===== config.mk =====
export PLATFORM = sky130hd
export DESIGN_NAME = usrt_rx_framer
export DESIGN_NICKNAME = d
export VERILOG_FILES = /design/src/rtl/usrt_pkg.sv /design/src/rtl/usrt_parity_acc.sv /design/src/rtl/usrt_rx_framer.sv
export SDC_FILE = /design/constraint.sdc
export NUM_CORES = 1
export LEC_CHECK = 0
export ABC_AREA = 1
export CORE_UTILIZATION = 48
export CTS_CLUSTER_SIZE = 10
export DETAILED_ROUTE_END_ITERATION = 16
export PLACE_DENSITY = 0.83
export SYNTH_ARGS = -nofsm -noshare
export SYNTH_HDL_FRONTEND = slang
export SYNTH_SLANG_ARGS = --single-unit

===== constraint.sdc =====
create_clock -name i_Pclk -period 1.4 [get_ports i_Pclk]
set_clock_uncertainty 0.15 [all_clocks]
set_input_delay 0.21 -clock i_Pclk [delete_from_list [all_inputs] [get_ports i_Pclk]]
set_output_delay 0.21 -clock i_Pclk [all_outputs]
set_load 0.01 [all_outputs]

===== src/rtl/usrt_pkg.sv =====
// Shared USRT definitions: parity mode encodings and the framer state enum,
// used by both the RX and TX framers.
package usrt_pkg;

  localparam logic [1:0] PAR_NONE = 2'b00;
  localparam logic [1:0] PAR_EVEN = 2'b01;
  localparam logic [1:0] PAR_ODD  = 2'b10;
  localparam logic [1:0] PAR_MARK = 2'b11;

  typedef enum logic [2:0] {
    ST_IDLE,
    ST_DATA,
    ST_PARITY,
    ST_STOP,
    ST_WAIT_IDLE
  } usrt_state_e;

endpackage


===== src/rtl/usrt_parity_acc.sv =====
// Running XOR over data and parity bits plus a captured copy of the parity bit;
// err is the mode-dependent verdict, meaningful once the parity bit is in.
module usrt_parity_acc
  import usrt_pkg::*;
(
  input  logic       clk,
  input  logic       rst,
  input  logic       clr,
  input  logic       en,
  input  logic       par_en,
  input  logic       din,
  input  logic [1:0] mode,
  output logic       err
);

  logic acc;
  logic par_bit;

  always_ff @(posedge clk or posedge rst) begin
    if (rst) begin
      acc     <= 1'b0;
      par_bit <= 1'b0;
    end else if (clr) begin
      acc     <= 1'b0;
      par_bit <= 1'b0;
    end else begin
      if (en)     acc     <= acc ^ din;
      if (par_en) par_bit <= din;
    end
  end

  always_comb begin
    err = 1'b0;
    case (mode)
      PAR_EVEN: err = acc;
      PAR_ODD:  err = ~acc;
      PAR_MARK: err = ~par_bit;
      default:  err = 1'b0;
    endcase
  end

endmodule


===== src/rtl/usrt_rx_framer.sv =====
// USRT receive framer: start/data/parity/stop delimiting on a bit strobe,
// parity and stop checking, per-frame status and a saturating error counter.
module usrt_rx_framer
  import usrt_pkg::*;
#(
  parameter int DATA_W    = 8,
  parameter int STOP_BITS = 1,
  parameter int CNT_W     = 8
) (
  input  logic              i_Pclk,
  input  logic              i_Rst,
  input  logic              i_BitEn,
  input  logic              i_Rx,
  input  logic [1:0]        i_Parity,
  input  logic              i_ClrCnt,
  output logic [DATA_W-1:0] o_Data,
  output logic              o_Valid,
  output logic              o_ParityErr,
  output logic              o_FrameErr,
  output logic              o_Busy,
  output logic [CNT_W-1:0]  o_ErrCnt
);

  localparam int BCW = $clog2(DATA_W);

  usrt_state_e       state, state_nxt;
  logic [DATA_W-1:0] shreg;
  logic [BCW-1:0]    bit_cnt;
  logic              stop_cnt;
  logic [1:0]        mode;
  logic              ferr_acc;
  logic              perr;
  logic              data_last, stop_last;
  logic              start, acc_en, par_en, frame_done, frame_bad;

  assign data_last = (bit_cnt == BCW'(DATA_W - 1));
  assign stop_last = (stop_cnt == 1'(STOP_BITS - 1));
  // the final stop bit itself still counts toward the frame error
  assign frame_bad = perr | ferr_acc | ~i_Rx;

  always_ff @(posedge i_Pclk or posedge i_Rst) begin
    if (i_Rst) state <= ST_IDLE;
    else       state <= state_nxt;
  end

  always_comb begin
    state_nxt = state;
    if (i_BitEn) begin
      case (state)
        ST_IDLE:      if (!i_Rx) state_nxt = ST_DATA;
        ST_DATA:      if (data_last) state_nxt = (mode == PAR_NONE) ? ST_STOP : ST_PARITY;
        ST_PARITY:    state_nxt = ST_STOP;
        ST_STOP:      if (stop_last) state_nxt = i_Rx ? ST_IDLE : ST_WAIT_IDLE;
        ST_WAIT_IDLE: if (i_Rx) state_nxt = ST_IDLE;
        default:      state_nxt = ST_IDLE;
      endcase
    end
  end

  always_comb begin
    o_Busy     = (state == ST_DATA) || (state == ST_PARITY) || (state == ST_STOP);
    start      = i_BitEn && (state == ST_IDLE) && !i_Rx;
    acc_en     = i_BitEn && ((state == ST_DATA) || (state == ST_PARITY));
    par_en     = i_BitEn && (state == ST_PARITY);
    frame_done = i_BitEn && (state == ST_STOP) && stop_last;
  end

  usrt_parity_acc u_par (
    .clk    (i_Pclk),
    .rst    (i_Rst),
    .clr    (start),
    .en     (acc_en),
    .par_en (par_en),
    .din    (i_Rx),
    .mode   (mode),
    .err    (perr)
  );

  always_ff @(posedge i_Pclk or posedge i_Rst) begin
    if (i_Rst) begin
      shreg       <= '0;
      bit_cnt     <= '0;
      stop_cnt    <= 1'b0;
      mode        <= PAR_NONE;
      ferr_acc    <= 1'b0;
      o_Data      <= '0;
      o_Valid     <= 1'b0;
      o_ParityErr <= 1'b0;
      o_FrameErr  <= 1'b0;
      o_ErrCnt    <= '0;
    end else begin
      o_Valid <= frame_done;
      if (start) begin
        mode     <= i_Parity;
        shreg    <= '0;
        bit_cnt  <= '0;
        stop_cnt <= 1'b0;
        ferr_acc <= 1'b0;
      end
      if (i_BitEn && state == ST_DATA) begin
        shreg   <= {i_Rx, shreg[DATA_W-1:1]};
        bit_cnt <= data_last ? '0 : bit_cnt + 1'b1;
      end
      if (i_BitEn && state == ST_STOP) begin
        stop_cnt <= stop_last ? 1'b0 : stop_cnt + 1'b1;
        if (!i_Rx) ferr_acc <= 1'b1;
      end
      if (frame_done) begin
        o_Data      <= shreg;
        o_ParityErr <= perr;
        o_FrameErr  <= ferr_acc | ~i_Rx;
      end
      if (i_ClrCnt)
        o_ErrCnt <= '0;
      else if (frame_done && frame_bad && !(&o_ErrCnt))
        o_ErrCnt <= o_ErrCnt + 1'b1;
    end
  end

endmodule


== Word-level counts from Yosys, hierarchy flattened ==
Cells that the tools add are included.
Widths: inputs -> output; s select.

* Output and inout bits: 20
* Register bits after elaboration: 39
* Logic and storage cells: 83
* Input bits: 7

* Reductions and logical operators: 22
* Add/subtract/negate cells: 3
* Equal/unequal tests: 12
* Mux-type cells: 25
* Bitwise logic cells: 8

{| class="wikitable"
|+ Operators with widths
! operator !! number
|-
| $mux 8 || 4
|-
| $mux 3 || 8
|-
| $pmux 3 s5 || 1
|-
| $mux 1 || 11
|-
| $reduce_bool 2->1 || 5
|-
| $logic_and 1x1->1 || 9
|-
| $add 8x1->8 const B || 1
|-
| $ne 2x2->1 const B || 4
|-
| $reduce_and 8->1 || 1
|-
| $eq 3x2->1 const B || 2
|-
| $eq 3x3->1 const B || 2
|-
| $reduce_and 5->1 || 1
|-
| $eq 2x2->1 const B || 2
|-
| $not 1->1 || 4
|-
| $add 3x1->3 const B || 1
|-
| $eq 3x1->1 const B || 1
|-
| $logic_not 3->1 || 1
|-
| $or 1x1->1 || 3
|-
| $pmux 1 s3 || 1
|-
| $eq 2x1->1 const B || 1
|-
| $logic_not 1->1 || 2
|-
| $logic_not 2->1 || 1
|-
| $logic_or 1x1->1 || 2
|-
| $add 1x1->1 const B || 1
|-
| $xor 1x1->1 || 1
|}

== Longest topological paths before layout ==
* Word-level depth: 8
* Gate-level depth with buffers: 9
* Gate-level depth less buffers: 9

== Cells and area by module ==
Synthesis repeated with hierarchy kept, for this count alone.

* Cell total of the unflattened synthesis: 230
* Area total of the unflattened synthesis: 1866.8 um^2

{| class="wikitable"
|+ By module, submodules not included
! module !! times used !! cells an instance !! seq. area each (um^2) !! area each (um^2)
|-
| usrt_rx_framer || 1 || 209 || 900.9 || 1739.2
|-
| usrt_parity_acc || 1 || 21 || 50.0 || 127.6
|}

== Worst setup path after synthesis ==
OpenSTA, ideal clock, no wires.

* Path kind: register to register
* Start: register o_ErrCnt[0]
* End: register o_ErrCnt[5]
* Library setup time: 66 ps
* Slack: -151 ps
* Stages on the path, launching flop included: 8
* Arrival time: 1335 ps
* Period minus slack after synthesis: 1551 ps
* Cell sequence: dfrtp_1 ha_1 nand3_1 nor2_1 nand3_2 nand2_4 nand3_1 nand2_1

* Word-level cells in the longest chain between the ends: 4
* Elaborated cells on any way between the ends: 7
* Classes of those cells: add/sub (1); mux (2); reduce/logical (4)

{| class="wikitable"
|+ Ends and longest elaborated chain
! item !! line !! text
|-
| from (decl) || usrt_rx_framer.sv:21 || <nowiki>output logic [CNT_W-1:0] o_ErrCnt</nowiki>
|-
| from (signal assigned) || usrt_rx_framer.sv:116 || <nowiki>o_ErrCnt <= o_ErrCnt + 1'b1;</nowiki>
|-
| branches (longest 4 deep; another with $add 8x1->8) || - ||
|}

Parallel ways; which one is timed is not known. The select of a mux whose other input is x is not followed.
A chain may end at the register's enable or synchronous reset.

== Worst setup path after layout ==
* Start: register bit_cnt[0]
* End: register state[0]

* Word-level cells in the longest chain between the ends: 3

{| class="wikitable"
|+ Ends and longest elaborated chain
! item !! line !! text
|-
| from (decl) || usrt_rx_framer.sv:28 || <nowiki>logic [BCW-1:0] bit_cnt;</nowiki>
|-
| from (signal assigned) || usrt_rx_framer.sv:102 || <nowiki>bit_cnt <= data_last ? '0 : bit_cnt + 1'b1;</nowiki>
|-
| $eq 3x3->1 || usrt_rx_framer.sv:36 || <nowiki>assign data_last = (bit_cnt == BCW'(DATA_W - 1));</nowiki>
|-
| $ne 2x2->1 (no line) || - ||
|-
| $reduce_and 5->1 (no line) || - ||
|-
| to (signal assigned) || usrt_rx_framer.sv:43 || <nowiki>else state <= state_nxt;</nowiki>
|-
| to (decl) || usrt_rx_framer.sv:26 || <nowiki>usrt_state_e state, state_nxt;</nowiki>
|}

No other way between the ends.

==> run metrics <==
Setup CP Type=reg -> reg; drt drc=0; pwr dens=around 1700 nW/um^2; dpl hpwl=2600 um; Reg clk slew, reported paths=120 ps; starting density of the core=just over 50%; Tmin final=1660 ps; Post-Layout Cell Count=between 300 and 400; Ports=27; main combinational cell family by area after synthesis=simple AND/OR/NAND/NOR gates; largest net degree at the start of global routing=39; post-place setup slack=-342 ps; Clock Latency Late Sink=~360 ps; Num CTS Buffers=5; max-cap violation count=0; post-route design area=roughly 3000 sq um; Via-to-Cell Ratio=5.82; share of cells above drive strength 1=46.2%; synth top area cells=dfrtp_1 54%, nand2_1 9.2%, nand3_1 6.5%, inv_1 5.5%, nand4_1 3.2%; WL per Instance=19.6 um; area delta synth->final=70.3%; Slew @ Worst Pin=605 ps; nets=302; Post-Synth XOR/XNOR Area=1.49%; Startpoint Class=flip-flop; Slew HR=59.6%; Syn. warnings=0; endpoints failing hold=0; # diodes=0; Synth Area in Simple Gates=26.6%; FF-to-FF End=state[0]; Post-Synthesis Cell Area=1760 sq um; arrival time worst endpoint=approximately 1800 ps; Setup WS post-layout=-261 ps; final setup vio count=39; storage element area=roughly 950 sq um; flops & latches, synth=38; min-delay worst type=in -> async; Syn Inst Count=204; fill count=145; placed inst area=2310 sq um; failing checks=setup timing; Post-synth EDFFs=0; multiplexer share of the synthesized area=0%; ANT nets after route=0; final WL=6630 um; row cnt=21; Compound-Gate Fraction of Synth Area=8.37%; critical path peak fanout=6; Pre-antenna DRT Iters=4; core area=3420 sq um; share of the synthesized area in the top cell type=53.9%; H-tree depth=2; CTS tree=built; Max Clk Rate=602 MHz; cts hold-fix bufs=0; clk sink count=38; post-synth top area cell=dfrtp_1; Die Height=62.6 um; CP Capture Point=state[0]; dpl cells=299; post-synthesis sequential area ratio=53.9%; syn_nets=214; vias in the first global route=1,744; Slew Viols, Final=0; die area=3920 sq um; Final Power=about 0.0052 W; synth cell count leaders=43 x nand2_1, 38 x dfrtp_1, 26 x inv_1; worst setup path startpoint=bit_cnt[0]; FF-to-FF path depth=8; Vias=roughly 2,000; WP data required=1520 ps; footprint of the multi-input gates=1030 sq um; Reg2Reg Launch Point=bit_cnt[0]; GRT Overall Usage=28.0%; initial antenna violation count=0; Die Wd=62.6 um; Pleak=1.45 nW; count leader, synth=nand2_1; Setup crit end kind=flip-flop; GR Overflow Total=0; flop2flop setup slack=-260 ps; syn avg cell area=8.64 sq um; IO buf count=26; status=finished, violations left; first-pass GRT wire length=8370 um; post-synthesis adder-cell area fraction=between 2 and 2.5%; top_reg_cell synth=dfrtp_1; RSZ-0062 raised after global routing=yes; period utilization=119%; Max VDD drop=0.00147 V; final RePlAce weighted congestion=approximately 0.78; clk root buf=clkbuf_4; distinct cell type count after synthesis=22; clk buf depth=2; Detailed Route Iter0 Violations=164; Post-synth ARST share=100%
## placed cells by master, fill, tap and decap left out, drive strengths merged, types with 5 or more instances in the layout
master / Yosys / final
buf: 4 / 58
nand2: 45 / 46
dfrtp: 38 / 38
inv: 30 / 31
nand3: 25 / 25
nor2: 16 / 16
clkdlybuf4s15: 0 / 15
o21ai: 15 / 15
nand4: 9 / 9
o22ai: 8 / 8
clkdlybuf4s50: 0 / 6
clkbuf: 0 / 5
## per-layer routing
layer  vias to the layer above  GRT usage, %  share of wire [%]
met5                         -             0                  0
met4                         0          14.8                5.9
met3                        48          6.02                7.2
met2                       126          46.7                 49
met1                       937          33.7                 38
li1                        855             -                  -
## timing repair
action | 4_1_cts | 5_1_grt
gates resized for setup | 79 | 66
pin swaps | 8 | 10
setup buffers | 12 | 17
setup endpoints to repair | 55 | 56
gates cloned | 3 | 2
## worst max-delay path, cell delays in order (launching register included)
cell and delay (ps):
dfrtp_1 400, ha_2 200, ha_2 180, inv_1 70
nand2_1 80, nand3_2 90, nor2_4 210, nand2_1 110
o21ai_2 80
## worst min-delay path by stage
stage                     cells past startpoint       endpoint
after floorplan                               2  u_par.par_bit
after global placement                        2       ferr_acc
after detailed placement                      2       ferr_acc
after CTS                                     3       shreg[7]
after global routing                          3       shreg[3]
final                                         3      o_Data[1]
## cells by family (layout without fill, tap and decap cells)
kind of cell               count (synthesis)  count (layout)
buffers and inverters                     34             121
DFF                                       38              38
AOI/OAI and AO/OA                         27              27
adders and majority gates                  3               3
and+or+nand+nor                           99             100
xor gates and xnor gates                   3               3
## report_power, final
group / leakage (nW) / internal [W] / total [W] / switching (W)
logic: 0.917 / 0.00135 / 0.00297 / 0.00162
registers: 0.503 / 0.00145 / 0.00168 / 0.000229
clock network: 0.0308 / 0.000181 / 0.000546 / 0.000365
total: 1.45 / 0.00298 / 0.00520 / 0.00222
## flip-flops by register name, summed over array words and instances (netlist names)
register and cells:
o_FrameErr 1, shreg 8, o_ErrCnt 8, u_par.acc 1
o_Valid 1, u_par.par_bit 1, mode 2, o_ParityErr 1
ferr_acc 1, bit_cnt 3, o_Data 8, state 3
## cell type report
type | instances | area share (%)
Timing Repair inverter | 2 | 0.667
Clock inverter | 2 | 0.333
Clock buffer | 5 | 1.25
Multi-Input combinational cell | 133 | 34.3
Timing Repair Buffer | 82 | 25.5
Tap cell | 46 | 1.92
Sequential cell | 38 | 31.7
Inverter | 30 | 4.33
## stage by stage
step | hold slack, ps | TNS [ps] | utilization (%)
finish | 54.2 | -7780 | 87.9
CTS | 61.4 | -3460 | 77.0
floorplan | 187 | -465 | -
detailed placement | 305 | -8510 | 67.5
global route | 82.5 | -9930 | 87.9
global placement | 309 | -7400 | 67.5
Note: power is estimated with default switching activity, not from simulation.
